### src/rtl/vga_timing_gen.sv
// vga_timing_gen: 800x600@60 raster timing with pixel-latency aligned syncs.
// Define VGA_TIMING_FRAME_COUNT_EN to add the FrameCount[15:0] output.
module vga_timing_gen #(
    parameter int H_VISIBLE     = 800,
    parameter int H_FRONT       = 40,
    parameter int H_SYNC        = 128,
    parameter int H_BACK        = 88,
    parameter int V_VISIBLE     = 600,
    parameter int V_FRONT       = 1,
    parameter int V_SYNC        = 4,
    parameter int V_BACK        = 23,
    parameter bit SYNC_POS      = 1'b1,
    parameter int PIXEL_LATENCY = 1
) (
    input  logic        Clock,
    input  logic        Reset,
    input  logic        Enable,
    output logic [10:0] X,
    output logic [9:0]  Y,
    output logic        Visible,
    output logic        LineStart,
    output logic        FrameStart,
    input  logic [2:0]  RGBIn,
    output logic        R,
    output logic        G,
    output logic        B,
    output logic        HSync,
`ifdef VGA_TIMING_FRAME_COUNT_EN
    output logic [15:0] FrameCount,
`endif
    output logic        VSync
);

    localparam int H_TOTAL = H_VISIBLE + H_FRONT + H_SYNC + H_BACK;
    localparam int V_TOTAL = V_VISIBLE + V_FRONT + V_SYNC + V_BACK;

    localparam logic [11:0] H_LAST  = 12'(H_TOTAL - 1);
    localparam logic [11:0] H_VIS   = 12'(H_VISIBLE);
    localparam logic [11:0] HS_BEG  = 12'(H_VISIBLE + H_FRONT);
    localparam logic [11:0] HS_END  = 12'(H_VISIBLE + H_FRONT + H_SYNC);
    localparam logic [10:0] V_LAST  = 11'(V_TOTAL - 1);
    localparam logic [10:0] V_VIS   = 11'(V_VISIBLE);
    localparam logic [10:0] VS_BEG  = 11'(V_VISIBLE + V_FRONT);
    localparam logic [10:0] VS_END  = 11'(V_VISIBLE + V_FRONT + V_SYNC);

    generate
        if (PIXEL_LATENCY < 0 || PIXEL_LATENCY > 4) begin : g_bad_latency
            $error("vga_timing_gen: PIXEL_LATENCY must be 0..4");
        end
        if (H_TOTAL > 2048 || V_TOTAL > 1024) begin : g_bad_total
            $error("vga_timing_gen: raster exceeds 11/10-bit counters");
        end
    endgenerate

    logic [10:0] x_q, x_d;
    logic [9:0]  y_q, y_d;
    logic [11:0] x_ext;
    logic [10:0] y_ext;
    logic        h_last;
    logic        v_last;
    logic        vis_raw;
    logic        hs_raw;
    logic        vs_raw;

    assign x_ext  = {1'b0, x_q};
    assign y_ext  = {1'b0, y_q};
    assign h_last = (x_ext == H_LAST);
    assign v_last = (y_ext == V_LAST);

    always_comb begin
        x_d = x_q;
        y_d = y_q;
        if (Enable) begin
            if (h_last) begin
                x_d = '0;
                y_d = v_last ? '0 : y_q + 10'd1;
            end else begin
                x_d = x_q + 11'd1;
            end
        end
    end

    always_ff @(posedge Clock or negedge Reset) begin
        if (!Reset) begin
            x_q <= '0;
            y_q <= '0;
        end else begin
            x_q <= x_d;
            y_q <= y_d;
        end
    end

    assign vis_raw = (x_ext < H_VIS) && (y_ext < V_VIS);
    assign hs_raw  = (x_ext >= HS_BEG) && (x_ext < HS_END);
    assign vs_raw  = (y_ext >= VS_BEG) && (y_ext < VS_END);

    assign X          = x_q;
    assign Y          = y_q;
    assign Visible    = vis_raw;
    // Gated by Reset too, so no pulse is seen while the raster is held in reset
    assign LineStart  = Reset && Enable && (x_q == 11'd0);
    assign FrameStart = Reset && Enable && (x_q == 11'd0) && (y_q == 10'd0);

    logic [2:0] sig_raw;
    logic [2:0] sig_dly;

    assign sig_raw = {vis_raw, hs_raw, vs_raw};

    // Timing flags travel alongside the pixel source's own latency
    generate
        if (PIXEL_LATENCY == 0) begin : g_wire
            assign sig_dly = sig_raw;
        end else begin : g_dly
            logic [2:0] dly_q [PIXEL_LATENCY];

            always_ff @(posedge Clock or negedge Reset) begin
                if (!Reset) begin
                    for (int i = 0; i < PIXEL_LATENCY; i++) begin
                        dly_q[i] <= '0;
                    end
                end else begin
                    dly_q[0] <= sig_raw;
                    for (int i = 1; i < PIXEL_LATENCY; i++) begin
                        dly_q[i] <= dly_q[i-1];
                    end
                end
            end

            assign sig_dly = dly_q[PIXEL_LATENCY-1];
        end
    endgenerate

    logic       vis_dly;
    logic       hs_dly;
    logic       vs_dly;
    logic [2:0] rgb_q, rgb_d;
    logic       hs_q, hs_d;
    logic       vs_q, vs_d;

    assign {vis_dly, hs_dly, vs_dly} = sig_dly;

    always_comb begin
        rgb_d = '0;
        if (Enable) begin
            rgb_d = RGBIn & {3{vis_dly}};
        end
        hs_d = hs_dly ^ !SYNC_POS;
        vs_d = vs_dly ^ !SYNC_POS;
    end

    always_ff @(posedge Clock or negedge Reset) begin
        if (!Reset) begin
            rgb_q <= '0;
            hs_q  <= !SYNC_POS;
            vs_q  <= !SYNC_POS;
        end else begin
            rgb_q <= rgb_d;
            hs_q  <= hs_d;
            vs_q  <= vs_d;
        end
    end

    assign R     = rgb_q[2];
    assign G     = rgb_q[1];
    assign B     = rgb_q[0];
    assign HSync = hs_q;
    assign VSync = vs_q;

`ifdef VGA_TIMING_FRAME_COUNT_EN
    logic [15:0] fc_q, fc_d;

    always_comb begin
        fc_d = fc_q;
        if (Enable && h_last && v_last) begin
            fc_d = fc_q + 16'd1;
        end
    end

    always_ff @(posedge Clock or negedge Reset) begin
        if (!Reset) begin
            fc_q <= '0;
        end else begin
            fc_q <= fc_d;
        end
    end

    assign FrameCount = fc_q;
`endif

endmodule

### config.mk
export PLATFORM = sky130hd
export DESIGN_NAME = vga_timing_gen
export DESIGN_NICKNAME = d
export VERILOG_FILES = /design/src/rtl/vga_timing_gen.sv
export SDC_FILE = /design/constraint.sdc
export NUM_CORES = 1
export LEC_CHECK = 0
export BUFFER_PORTS_ARGS = -buffer_cell sky130_fd_sc_hd__buf_2
export CAP_MARGIN = 20
export CORE_ASPECT_RATIO = 1.1
export CORE_MARGIN = 2
export CORE_UTILIZATION = 50
export CTS_BUF_LIST = sky130_fd_sc_hd__clkbuf_4 sky130_fd_sc_hd__clkbuf_8
export DETAILED_ROUTE_END_ITERATION = 7
export PLACE_DENSITY_LB_ADDON = 0.08
export REMOVE_ABC_BUFFERS = 1
export SLEW_MARGIN = 20
export SYNTH_ARGS = -nofsm -noshare
export SYNTH_HDL_FRONTEND = slang
export SYNTH_SLANG_ARGS = --single-unit
### constraint.sdc
create_clock -name Clock -period 2.95 [get_ports Clock]
set_input_delay 0 -clock Clock [delete_from_list [all_inputs] [get_ports Clock]]
set_output_delay 0 -clock Clock [all_outputs]
set_load 0.03 [all_outputs]
==> summary.txt, run 1 <==
Timing
  • Final Cycle Share: 0.775
  • Worst Hold Margin: 0.204 ns
  • Max-slew violations: 0
  • Minimum clock period: 2.29 ns
  • Slew @ Worst Pin: 0.481 ns
  • Setup violators final: 0
  • Clock Skews: around 0.011 ns
  • RSZ-0062 raised after global routing: no
  • Achievable Freq: 0.437 GHz
  • Slew headroom: 0.675
  • Setup TNS: 0 ns
  • Fin. Hold Viols: 0

Power
  • Register share of total power: 0.464
  • Logic gate share of total power: 0.206
  • Sw Pwr: 338 uW
  • Clock share of power: 0.330
  • Max rail drop VDD: about 0.00036 V
  • Internal power: 719 uW
  • Leakage power: 0.000893 uW
  • Sw frac: 0.320
  • Pwr dens: 589 mW/mm^2

Die
  • Core Box Area: 0.00275 mm^2
  • Die Ht: 60.5 um
  • Die ar.: 0.00335 mm^2
  • Die width: 55.4 um
  • Rows: 20
  • Initial Util: 0.527
  • Top-level port count: 35

Cells and area
  • N_diodes: 0
  • Proportion of layout cells with a drive suffix above 1: 0.308
  • Synth-to-Final Area Change: 23.8%
  • Nets: 195
  • Final Util: 0.652
  • Final Non-Filler Cells: 218

Global routing
  • GRT overflow: 0
  • Global-route usage over all layers: 0.207
  • Vias in the first global route: 1139
  • Initial antenna violation count: 0
  • First-pass GRT wire length: 5240 um
  • Largest net degree at the start of global routing: 31

Synthesis
  • Yosys reg bits: 29
  • Post-Synthesis Cells: 140
  • Post-Syn Area: 0.00145 mm^2
  • Post-synth top flop: dfrtp_1
  • Async SR Flop Fraction: 1.00
  • Register area share after synthesis: 0.500
  • Syn. warnings: 0
  • Synth cell types: 38
  • Number of flops mapped to enable cells by yosys: 0
  • Mean area per synthesized cell: 10.4 um^2

Clock network
  • CTS tree: done
  • H-tree Lvls: 2
  • Postcts setup bufs: 0
  • Clock sink count: 29
  • CTS Buf Count: 5
  • Clock Path Buffers: 2
  • Worst-path clk slew: 0.10 ns
  • Post-CTS sizing: 0
  • Worst skew pair latency: 0.32 ns
  • CTS root buffer: clkbuf_4

Routing
  • WL/cell: about 15 um
  • Post-route ant nets: 0
  • Post-Route WL: 3290 um
  • Remaining DRCs: 0
  • First drt pass iteration count: 4
  • Detailed Route Iter0 Violations: 45
  • Vias: about 1300
  • Detailed-route vias per instance: between 5 and 6

Worst setup path
  • Worst setup EP type: register
  • Crit Path Max Fanout: 6
  • Worst Path Required: 3.22 ns
  • Crit path kind: register to register
  • CP Launch Type: register
  • Data arrival, critical path: 2.55 ns

Run
  • Max-cap violations: 0

Placement
  • # port buffers: 34
  • HPWL after DPL: 2270 um
  • Placed Cells: approximately 210
  • Placer Congestion: 0.873

Min path
  • Hold WC Path Type: input pin to async pin

Run status
  • Status: completed
-- worst paths after layout --
path	start	endpoint	slack, ns	depth (start not counted)
max	X[7]$_DFFE_PN0P_	Y[3]$_DFFE_PN0P_	0.66	4
min	Reset	Y[0]$_DFFE_PN0P_	0.20	3
max reg2reg	X[7]$_DFFE_PN0P_	Y[3]$_DFFE_PN0P_	0.66	4
min reg2reg	g_dly.dly_q[1]$_DFF_PN0_	HSync$_DFF_PN0_	0.35	0
max in group asynchronous	Reset	Y[6]$_DFFE_PN0P_	2.46	3
min in group Clock	g_dly.dly_q[1]$_DFF_PN0_	HSync$_DFF_PN0_	0.35	0
-- worst max-delay path, stage by stage (launching register included) --
cell	delay, ns
dfrtp_1	0.47
or4_4	0.60
or4_4	0.59
or4_1	0.51
nand2_1	0.06
-- synth_stat cells, drive strengths merged (3+ instances only) --
master	number	area (um^2)
dfrtp	29	726
nand3	6	30.0
and3	6	38.8
ha	5	62.6
nor2	11	41.3
clkbuf	3	11.3
nand4	5	31.3
inv	10	37.5
nand2	9	33.8
or4	3	30.0
o21ai	5	25.0
a31o	3	26.3
nor4	3	18.8
xor2	4	35.0
nor3	5	25.0
xnor2	6	52.6
a21oi	3	15.0
-- layer usage --
metal  vias up  wire [um]  global-route usage
met5         -          0                   0
met4         0         49              0.0906
met3         6        161              0.0554
met2        34       1640               0.364
met1       616       1440               0.243
li1        597          -                   -
-- power by group through the flow --
stage / logic [uW] / clock network [uW] / registers (uW)
floorplan: 75.9 / 0 / 557
global placement: 211 / 0 / 493
detailed placement: 215 / 0 / 496
CTS: 221 / 359 / 488
global route: 235 / 381 / 498
finish: 218 / 349 / 490
-- what timing repair did --
item	4_1_cts	5_1_grt
hold buffers	5	0
endpoints found under the setup margin	0	0
hold endpoints to repair	34	0
-- cells in the final DEF, fill, tap and decap left out, types with 3 or more instances in the layout --
cell and n:
clkbuf_4 6, nor4_1 3, buf_4 3, dfrtp_1 29, a21oi_1 3, nand4_1 5, nand2_1 9, inv_1 10
ha_1 5, nor2_1 11, xor2_1 4, and3_1 5, xnor2_1 6, a31o_2 3, o21ai_0 5, nor3_1 5
buf_2 34, dlygate4sd3_1 5, nand3_1 6
-- area by class of cell --
class	instances	area, um^2
fill	234	957
sequential	29	726
multi-input combinational	96	659
timing repair buffer	42	243
clock buffer	7	58.8
tap	33	41.3
inverter	10	37.5
clock inverter	1	30.0
-- per-stage QoR --
| stage | cell area, um^2 | power (uW) | worst slack [ns] |
|---|---|---|---|
| after floorplan | 1420 | 633 | 0.239 |
| after global placement | 1660 | 704 | 0.727 |
| after detailed placement | 1660 | 711 | 0.675 |
| after CTS | 1800 | 1070 | 0.656 |
| after global routing | 1800 | 1110 | 0.600 |
| final | 1800 | 1060 | 0.663 |
-- registers in the layout (all words and copies together) (netlist names) --
register     flops
HSync            1
VSync            1
X               11
Y               10
g_dly.dly_q      3
rgb_q            3
-- kinds of logic after synthesis --
kind of cell	Yosys count	synth area share
multiplexers	3	0.0224
buffers and inverters	15	0.0449
XOR/XNOR	10	0.0604
AO/OA/AOI/OAI	24	0.122
flip-flops	29	0.500
AND/OR/NAND/NOR	54	0.207
adder cells (fa/ha/maj)	5	0.0431
Power figures use the tool's default switching activity.
==> inputs of run 2 (changes only) <==
--- a/config.mk
+++ b/config.mk
@@ -5,6 +5,7 @@
 export SDC_FILE = /design/constraint.sdc
 export NUM_CORES = 1
 export LEC_CHECK = 0
+export ABC_AREA = 1
 export BUFFER_PORTS_ARGS = -buffer_cell sky130_fd_sc_hd__buf_2
 export CAP_MARGIN = 20
 export CORE_ASPECT_RATIO = 1.1
==> constraint.sdc (replaced) <==
create_clock -name Clock -period 2.39 [get_ports Clock]
set_input_delay 0 -clock Clock [delete_from_list [all_inputs] [get_ports Clock]]
set_output_delay 0 -clock Clock [all_outputs]
set_load 0.03 [all_outputs]
==> run 2 against run 1 <==
  * Utilization is 4.3 points lower
  * Hold slack worse by 0.19 ns
  * Non-clock buffer count is 3 lower
  * Critical path type is now register to output pin
  * Critical endpoint is now FrameStart
==> summary.txt, run 2 <==
Cells and area
  • Nets: 278 (+43%)
  • Proportion of layout cells with a drive suffix above 1: 0.213 (-0.0954)
  • Synth-to-Final Area Change: 19.1%
  • N_diodes: 0 (unchanged)
  • Most frequent cells in the layout: nand2_1 (57), inv_1 (35), buf_2 (34)
  • Commonest non-fill, non-tap cell in the layout: nand2_1
  • Max reg flops: 11 (unchanged)

Worst setup path
  • Worst setup EP type: output pin
  • R2R Path Start: Y[0]$_DFFE_PN0P_
  • Crit Path Max Fanout: 5 (-1)
  • Data arrival, critical path: 1.82 ns (-0.73 ns)
  • WP buf/inv: 3 (+3)
  • Reg2Reg Capture Point: Y[9]$_DFFE_PN0P_
  • CP most frequent cell: inv_1
  • Worst reg-to-reg setup slack: 0.97 ns (+0.31 ns)
  • Worst path max stage delay: 0.44 ns (-0.16 ns)
  • Crit-path cells: inv_1, ha_1, inv_1, nor3_1, nand4_1, nor3b_1, buf_2
  • CP Launch Type: register
  • Worst Path Required: 2.39 ns (-0.83 ns)
  • Crit path kind: register to output pin
  • Crit path max-delay family: simple AND/OR/NAND/NOR gates
  • Worst r2r path cells: 8 (+4)
  • CP max stage cell: dfrtp_1

Run
  • Max-cap violations: 0 (unchanged)

Min path
  • Hold WC Path Type: input pin to register
  • Worst Hold Endpoint: X[4]$_DFFE_PN0P_
  • Hold path cells: 2
  • Worst hold start: Enable

Power
  • Sw Pwr: 559 uW (+65%)
  • Max rail drop VDD: 0.000331 V (-7.8%)
  • Sw frac: 0.399 (+0.0797)
  • Logic gate share of total power: 0.298 (+0.092)
  • Clock share of power: 0.242 (-0.088)
  • Total chip power: 1400 uW (+32%)
  • Register share of total power: 0.460 (-0.004)
  • Internal power: 840 uW (+17%)
  • Pwr dens: 701 mW/mm^2 (+19%)
  • Leakage power: 0.00111 uW (+24%)

Synthesis
  • Syn. warnings: 0 (unchanged)
  • Synth top area share: 0.433 (-0.0669)
  • Post-Syn Area: 0.00167 mm^2 (+15%)
  • Mean area per synthesized cell: 7.51 um^2 (-28%)
  • Most frequent cells after synthesis: nand2_1 (57), inv_1 (35), dfrtp_1 (29)
  • Post-Synthesis Cells: 223 (+59%)
  • Most common cell in the synthesized netlist: nand2_1
  • Async SR Flop Fraction: 1.00 (unchanged)
  • Synth cell types: 28 (-26%)
  • Synth area leaders: dfrtp_1 (43%), nand2_1 (13%), inv_1 (7.8%)
  • Synth area leader: dfrtp_1
  • Number of flops mapped to enable cells by yosys: 0 (unchanged)
  • Post-synth top flop: dfrtp_1
  • Register area share after synthesis: 0.433 (-0.0669)
  • Yosys reg bits: 29 (unchanged)

Timing
  • Final Cycle Share: 0.763
  • Minimum clock period: 1.82 ns
  • Clock Skews: 0.00347 ns (-0.00716 ns)
  • RSZ-0062 raised after global routing: no
  • Max-slew violations: 0 (unchanged)
  • Setup TNS: 0 ns (unchanged)
  • Setup WS post-layout: 0.565 ns (-0.0973 ns)
  • Setup violators final: 0 (unchanged)
  • Slew @ Worst Pin: 0.389 ns (-0.0913 ns)
  • Fin. Hold Viols: 0 (unchanged)
  • Slew headroom: 0.738 (+0.0626)
  • Achievable Freq: 0.548 GHz
  • Worst Hold Margin: 0.0179 ns (-0.186 ns)

Clock network
  • Postcts setup bufs: 0 (unchanged)
  • Worst-path clk slew: 0.09 ns (about the same)
  • Clock Path Buffers: 2 (unchanged)
  • Post-CTS sizing: 0 (unchanged)
  • Worst skew pair latency: 0.33 ns (about the same)
  • CTS tree: done
  • CTS root buffer: clkbuf_4
  • H-tree Lvls: 2 (unchanged)
  • CTS Buf Count: 5 (unchanged)
  • Clock sink count: 29 (unchanged)

Die
  • Rows: 22 (+10%)
  • Top-level port count: 35 (unchanged)
  • Core Box Area: 0.00328 mm^2 (+19%)
  • Die width: 59.2 um (+6.9%)
  • Die Ht: 64.7 um (+6.9%)
  • Die ar.: 0.00383 mm^2 (+14%)
  • Initial Util: 0.511 (-0.0157)

Routing
  • Detailed-route vias per instance: 4.96 (-14%)
  • Remaining DRCs: 0 (unchanged)
  • WL/cell: 12.0 um (-20%)
  • Vias: 1508 (+20%)
  • Post-Route WL: 3660 um (+11%)
  • First drt pass iteration count: 4 (unchanged)
  • Detailed Route Iter0 Violations: 55 (+22%)
  • Post-route ant nets: 0 (unchanged)

Global routing
  • Vias in the first global route: 1368 (+20%)
  • Initial antenna violation count: 0 (unchanged)
  • First-pass GRT wire length: 6090 um (+16%)
  • Global-route usage over all layers: 0.213 (+0.00580)
  • GRT overflow: 0 (unchanged)
  • Largest net degree at the start of global routing: 30 (-3.2%)

Placement
  • # port buffers: 34 (unchanged)
  • HPWL after DPL: 2680 um (+18%)
  • Pre-CTS WS: 0.887 ns (+0.212 ns)
  • Placer Congestion: 0.855 (-2.0%)

Run status
  • Status: completed
run 2: cell count changes after synthesis, moves of 3 or more:
| cell | previous run | this run |
|---|---|---|
| a31o_2 | 3 | 0 |
| o21ai_0 | 5 | 8 |
| nor2_2 | 0 | 4 |
| and3_1 | 5 | 0 |
| nor2_1 | 11 | 26 |
| inv_1 | 10 | 35 |
| nand3_1 | 6 | 20 |
| clkbuf_1 | 3 | 0 |
| o21ai_1 | 0 | 5 |
| nand2_1 | 9 | 57 |
| xnor2_1 | 6 | 2 |
run 2: cell type report:
cell class | instances | area [um^2]
tap | 36 | 45.0
multi-input combinational | 155 | 797
sequential | 29 | 726
clock buffer | 7 | 65.1
clock inverter | 1 | 5.00
inverter | 37 | 139
fill | 309 | 1280
timing repair buffer | 39 | 218
run 2: worst max-delay path by stage:
stage,startpoint,endpoint,slack (ns),cells after the start
detailed placement,Y[0]$_DFFE_PN0P_,FrameStart,0.89,7
CTS,Y[0]$_DFFE_PN0P_,FrameStart,0.51,7
floorplan,X[2]$_DFFE_PN0P_,LineStart,0.56,2
global placement,Y[0]$_DFFE_PN0P_,FrameStart,0.90,7
finish,Y[0]$_DFFE_PN0P_,FrameStart,0.57,7
global route,Y[0]$_DFFE_PN0P_,FrameStart,0.41,7
run 2: stage by stage:
step / std cells / cell area, um^2 / util
after floorplan: 221 / 1660 / -
after global placement: 292 / 1880 / 0.575
after detailed placement: 292 / 1880 / 0.575
after CTS: 304 / 1990 / 0.609
after global routing: 304 / 1990 / 0.609
final: 304 / 1990 / 0.609
run 2: power by group through the flow:
stage,Sequential [uW],Clock [uW],Combinational [uW]
floorplan,752,0,183
global placement,648,0,410
detailed placement,653,0,412
CTS,643,349,418
global route,655,375,458
finish,644,339,416
run 2: cell families (layout without fill, tap and decap cells):
| group | count (synthesis) | count (layout) | synth area share |
|---|---|---|---|
| compound gates | 17 | 17 | 0.0538 |
| xor+xnor | 5 | 5 | 0.0262 |
| fa+ha+maj | 5 | 5 | 0.0374 |
| buf+inv | 39 | 84 | 0.0904 |
| flops | 29 | 29 | 0.433 |
| simple gates | 128 | 128 | 0.359 |
run 2: metal layers:
metal | part of all wire | routed length, um | vias up | global-route usage
met2 | 0.46 | 1670 | 38 | 0.335
met5 | 0 | 0 | - | 0
li1 | - | - | 783 | -
met1 | 0.48 | 1750 | 680 | 0.276
met3 | 0.043 | 156 | 7 | 0.0479
met4 | 0.022 | 79 | 0 | 0.0938
run 2: repair_timing:
action / CTS / global route
hold buffers: 4 / 0
hold endpoints to repair: 32 / 0
endpoints found under the setup margin: 0 / 0
